**src/rtl/bus_arbiter.sv**
```systemverilog
// bus_arbiter: round-robin two-master arbiter in front of one waitrequest-style slave
module bus_arbiter #(
    parameter int TIMEOUT_CYCLES = 0
) (
    input  logic        clk,
    input  logic        reset,
    input  logic [31:0] m0_address,
    input  logic        m0_read,
    input  logic        m0_write,
    input  logic [31:0] m0_writedata,
    input  logic [3:0]  m0_byteenable,
    output logic        m0_waitrequest,
    output logic [31:0] m0_readdata,
    input  logic [31:0] m1_address,
    input  logic        m1_read,
    input  logic        m1_write,
    input  logic [31:0] m1_writedata,
    input  logic [3:0]  m1_byteenable,
    output logic        m1_waitrequest,
    output logic [31:0] m1_readdata,
    output logic [31:0] s_address,
    output logic        s_read,
    output logic        s_write,
    output logic [31:0] s_writedata,
    output logic [3:0]  s_byteenable,
    input  logic        s_waitrequest,
    input  logic [31:0] s_readdata,
    output logic [1:0]  grant,
    output logic        bus_error
);
    localparam int CW = (TIMEOUT_CYCLES > 0) ? $clog2(TIMEOUT_CYCLES + 1) : 1;

    typedef enum logic [1:0] {IDLE, GNT0, GNT1} state_t;

    state_t        state, state_nx;
    logic          last_grant, last_grant_nx;
    logic [CW-1:0] count, count_nx;
    logic          req0, req1, sel0, sel1, strobe, done, timeout;

    // state, most recent owner, watchdog count and the sticky error flag
    always_ff @(posedge clk) begin
        if (reset) begin
            state      <= IDLE;
            last_grant <= 1'b1;
            count      <= '0;
            bus_error  <= 1'b0;
        end else begin
            state      <= state_nx;
            last_grant <= last_grant_nx;
            count      <= count_nx;
            bus_error  <= bus_error | timeout;
        end
    end

    // arbitration, completion/abort/timeout detection and watchdog counting
    always_comb begin
        req0          = m0_read | m0_write;
        req1          = m1_read | m1_write;
        sel0          = state == GNT0;
        sel1          = state == GNT1;
        strobe        = sel0 ? req0 : sel1 ? req1 : 1'b0;
        done          = strobe && !s_waitrequest;
        timeout       = (TIMEOUT_CYCLES > 0) && (sel0 || sel1) && s_waitrequest
                        && (count == CW'(TIMEOUT_CYCLES));
        state_nx      = state;
        last_grant_nx = last_grant;
        count_nx      = '0;
        if (state == IDLE) begin
            if (req0 && (!req1 || last_grant)) begin
                state_nx      = GNT0;
                last_grant_nx = 1'b0;
                count_nx      = CW'(1);
            end else if (req1) begin
                state_nx      = GNT1;
                last_grant_nx = 1'b1;
                count_nx      = CW'(1);
            end
        end else if (timeout || done || !strobe) begin
            state_nx = IDLE;
        end else begin
            count_nx = count + 1'b1;
        end
    end

    // route the owner's request to the slave and the slave's response back
    always_comb begin
        grant          = {sel1, sel0};
        s_address      = sel0 ? m0_address    : sel1 ? m1_address    : '0;
        s_writedata    = sel0 ? m0_writedata  : sel1 ? m1_writedata  : '0;
        s_byteenable   = sel0 ? m0_byteenable : sel1 ? m1_byteenable : '0;
        s_read         = !timeout && (sel0 ? m0_read  : sel1 ? m1_read  : 1'b0);
        s_write        = !timeout && (sel0 ? m0_write : sel1 ? m1_write : 1'b0);
        m0_waitrequest = sel0 ? (s_waitrequest && !timeout) : 1'b1;
        m1_waitrequest = sel1 ? (s_waitrequest && !timeout) : 1'b1;
        m0_readdata    = (sel0 && timeout) ? 32'hDEADBEEF : s_readdata;
        m1_readdata    = (sel1 && timeout) ? 32'hDEADBEEF : s_readdata;
    end
endmodule

```
**config.mk**
```make
export PLATFORM = sky130hd
export DESIGN_NAME = bus_arbiter
export DESIGN_NICKNAME = d
export VERILOG_FILES = /design/src/rtl/bus_arbiter.sv
export SDC_FILE = /design/constraint.sdc
export NUM_CORES = 1
export LEC_CHECK = 0
export ABC_AREA = 1
export BUFFER_PORTS_ARGS = -buffer_cell sky130_fd_sc_hd__clkbuf_2
export CORE_AREA = 2 2 122 124
export DETAILED_ROUTE_END_ITERATION = 8
export DIE_AREA = 0 0 124 126
export GPL_TIMING_DRIVEN = 0
export SYNTH_ARGS = -nofsm -noshare
export SYNTH_HDL_FRONTEND = slang
export SYNTH_SLANG_ARGS = --single-unit
```
**constraint.sdc**
```tcl
create_clock -name clk -period 2.6 [get_ports clk]
set_clock_uncertainty 0.1 [all_clocks]
set_input_delay 0.39 -clock clk [delete_from_list [all_inputs] [get_ports clk]]
set_output_delay 0.39 -clock clk [all_outputs]
set_load 0.05 [all_outputs]
```
==> Yosys cells after proc, flatten, opt, wreduce, memory -nomap -nowiden <==
Cells that the tools add are included.
{ "op_classes": {"n_eq_ne": 3, "mux": 20, "bitwise_logic": 2, "reduce_logical": 12} }
{ "ops": {"columns": ["op", "count"], "rows": [
  ["$mux W32", 4],
  ["$mux W1", 10],
  ["$mux W2", 4],
  ["$mux W4", 2],
  ["$reduce_and A2 Y1", 2],
  ["$reduce_bool A2 Y1", 2],
  ["$logic_not A1 Y1", 3],
  ["$ne A3 B2 Y1 const B", 1],
  ["$eq A2 B1 Y1 const B", 1],
  ["$eq A2 B2 Y1 const B", 1],
  ["$logic_and A1 B1 Y1", 2],
  ["$logic_not A2 Y1", 1],
  ["$logic_or A1 B1 Y1", 2],
  ["$or A1 B1 Y1", 2]
]} }
{ "word_totals": {"register_bits": 3, "output_inout_bits": 139} }

==> Logic depth before layout (Yosys ltp) <==
{ "logic_depth": {"word_depth": 7, "ltp_mapped": 8} }

==> Worst setup path after synthesis <==
OpenSTA, ideal clock, no wires.
{ "synth_path": {"path_kind": "reg-to-output", "startpoint": "register state[1]", "endpoint": "output port s_read", "arrival_time_ns": 1.540, "t_required_ns": 2.110, "slack_ns": 0.570, "path_stages_with_launch": 6, "path_buffers": 1, "cell_sequence": "dfxtp_1 -> inv_2 -> nor2_4 -> buf_2 -> inv_2 -> o22ai_1"} }
{ "synth_between": {"elab_chain_cells": 3, "elab_cells_between_ends": 4, "cone_classes": "eq/ne: 2; mux: 2"} }
{ "synth_lines": {"columns": ["element", "line_no", "source"], "rows": [
  ["start: declaration", "35", "state_t state, state_nx;"],
  ["start signal: assignment", "48", "state <= state_nx;"],
  ["$eq A2 B2 Y1", "60", "sel1 = state == GNT1;"],
  ["named net sel1", "38", "logic req0, req1, sel0, sel1, strobe, done, timeout;"],
  ["$mux W1 (2 in a row)", "91", "s_read = !timeout && (sel0 ? m0_read : sel1 ? m1_read : 1'b0);"],
  ["end: declaration", "22", "output logic s_read,"]
]} }
The timed path passes the listed nets, and every way through them passes these cells.

==> Final worst setup path <==
{ "layout_path": {"startpoint": "register state[1]", "endpoint": "output port s_writedata[31]"} }
{ "layout_between": {"elab_chain_cells": 3, "elab_cells_between_ends": 4, "cone_classes": "eq/ne: 2; mux: 2"} }
{ "layout_lines": {"columns": ["element", "line_no", "source"], "rows": [
  ["$eq A2 B2 Y1", "60", null],
  ["$mux W32", "89", "s_writedata = sel0 ? m0_writedata : sel1 ? m1_writedata : '0;"],
  ["$mux W32 *", "89", null],
  ["end: declaration", "24", "output logic [31:0] s_writedata,"]
]} }
Every way passes the cells marked *; elsewhere a longest branch is shown, timed or not.

==> impl_results.md <==
- Status: complete, no violations
- Sequential share of the synthesized area: 4.24%
- Final core utilization: 21.8%
- P_leak: 2.00 nW
- Main combinational cell family by area after synthesis: compound AO/OA/AOI/OAI gates
- Switching Fraction: about three fifths
- RePlAce Congestion: approximately 0.94
- Seq cells post-synth: 3
- Starting DRT DRC Count: 85
- R2R setup slack: between 1000 and 1500 ps
- Mapped Cells: 191
- Core area: roughly 0.014 sq mm
- Hold Crit Class: input pin to flop
- Vias: roughly 2.4k
- YS warnings: 0
- Mapped Area: roughly 0.0014 sq mm
- Synth cell types: 15
- Worst R2R Path Depth: 8
- Cts bufs inserted: 3
- Power share of the clock group: between 10 and 15%
- Grt total ovfl: 0
- Flop pwr share: 3.5%
- Maximum root-to-sink buffer count: 2
- Avg Inst Size Synth: 7.41 sq um
- DP HPWL: 7180 microns
- CP Capture Point: s_writedata[31]
- Clk sink count: 3
- Placed inst area: between 0.003 and 0.004 sq mm
- Pwr/cell area: between 500 and 600 mW/mm^2
- Worst setup EP type: primary output
- Pins over their slew limit: 0
- Standard-cell rows: 44
- First-pass GRT wire length: about 11000 microns
- Post-CTS Hold Fix Bufs: 0
- Fraction of layout cells with a size suffix above 1: just under 80%
- VDD IR-drop max: approximately 520 uV
- F_max: about 450 MHz
- Final Power: around 1.7 mW
- Proportion of power drawn by combinational gates: a little over 80%
- Starting Density: under 10%
- Leading cell type in the layout, fill and taps excluded: clkbuf_2
- Commonest cells after routing, fill and taps aside: clkbuf_2, buf_4, a22o_1, nand2_1, inv_1
- Clock Latency Late Sink: 220 ps
- Largest fanout on the critical path: 10
- H-tree depth: 1
- Complex-gate fraction of the synthesized area: 44.7%
- Die W: between 100 and 150 microns
- Drt wl/cell: roughly 12 microns
- CTS tree: yes
- Setup TNS: 0 ps
- Post-DR vias/cell: about 3.6
- Die Y: approximately 130 microns
- Area share of and/or/nand/nor cells after synthesis: under 10%
- Clk slew on worst S/H paths: 30 ps
- Post-synthesis net count: 366
- CTS root buffer: clkbuf_16
- Largest net degree at the start of global routing: 11
- Post-synthesis mux area share: 0%
- Vias in the first global route: between 2k and 2.5k
- # resized after CTS: 0
- CP Launch Point: state[1]
- Synth Area in XOR/XNOR: 0%
- Post-Synth Adder-Cell Area: 0%
- Max_cap viols: 0
- Initial antenna violation count: 0
- Drt total wl: 8060 microns
- Number of post-CTS setup repair buffers: 0
- Finished Cell Area: approximately 0.0031 sq mm
- Critical path class: flop to primary output
- DRC Markers: 0
- Final worst path period share: between 80 and 90%
- Int Power: approximately 650 uW
- Crit start category: flop
- GR Util All Layers: about 9%
- Layout area overhead: 121%
- CP Data Required Time: 2110 ps
- Antenna cells: 0
- Sw power: 1.02 mW
- Final min period: 2230 ps
- IO Port Bufs: 280
- Final #Nets: between 600 and 700
- ANT nets after route: 0
- Reg-to-Reg Start: state[1]
- Worst EP arrival: 1740 ps
- Area of the die: 0.0156 sq mm
- Fill cells: 1619
- RSZ-0062 raised after global routing: false
- DRT Pass-1 Iters: 4
- Fin. Hold Viols: 0
- Crit Reg-Reg Endpoint: state[1]
- I/O pin total: between 300 and 400
- Finish-stage setup viols: 0
## worst min path at each step
stage / start / endpoint / slack (ps) / cells past startpoint
2_1_floorplan: last_grant / last_grant / 340 / 2
3_3_place_gp: last_grant / last_grant / 370 / 2
3_5_place_dp: last_grant / last_grant / 370 / 2
4_1_cts: reset / state[0] / 270 / 2
5_1_grt: reset / state[0] / 290 / 2
6_report: reset / state[0] / 270 / 2
## through the flow
step,hold WS (ps),worst slack (ps),cells
after floorplan,342,570,191
after global placement,367,494,655
after detailed placement,372,518,655
after CTS,269,270,659
after global routing,290,166,659
final,272,373,659
## cells in the mapped netlist (all sizes together)
library cell / n / area share (%)
or2: 1 / 0.44
dfxtp: 3 / 4.2
buf: 81 / 42
nand3: 1 / 0.35
o21ai: 2 / 0.71
nor2: 6 / 2.1
a22o: 68 / 42
nand2: 12 / 3.2
conb: 1 / 0.26
o22ai: 2 / 0.88
inv: 11 / 2.9
a21oi: 3 / 1.1
## critical path: stages, from the launching register on
cell and delay, ps:
dfxtp_1 350, inv_2 70, nor2_4 250, buf_2 320
a22o_1 230, clkbuf_2 290
## layer usage
metal | track usage, % | routed length [microns]
met5 | 0 | 0
met4 | 0.925 | 8
met3 | 1.04 | 509
met2 | 15.2 | 3950
met1 | 12.6 | 3590
## power groups by stage
stage	logic, mW	registers [mW]	clock network, mW
floorplan	1.03	0.0580	0
global placement	1.37	0.0590	0
detailed placement	1.37	0.0587	0
CTS	1.38	0.0582	0.249
global route	1.44	0.0595	0.257
finish	1.37	0.0582	0.243
## cells by family after synthesis
| kind of cell | count (synthesis) |
|---|---|
| AOI/OAI and AO/OA | 75 |
| DFF | 3 |
| and+or+nand+nor | 20 |
| other | 1 |
| buffers and inverters | 92 |
## state kept, by name, indices dropped and copies added (netlist names)
signal / flops
last_grant: 1
state: 2
## area by class of cell
cell class	instances	area, sq um	area share (%)
clock buffers	4	78.8	2.52
plain buffers	81	591	18.9
repair buffers	280	1400	44.8
well taps	184	230	7.37
inverters	11	41.3	1.32
multi-input cells	96	723	23.1
flip-flops and latches	3	60.1	1.92
(Power assumes the default switching activity.)
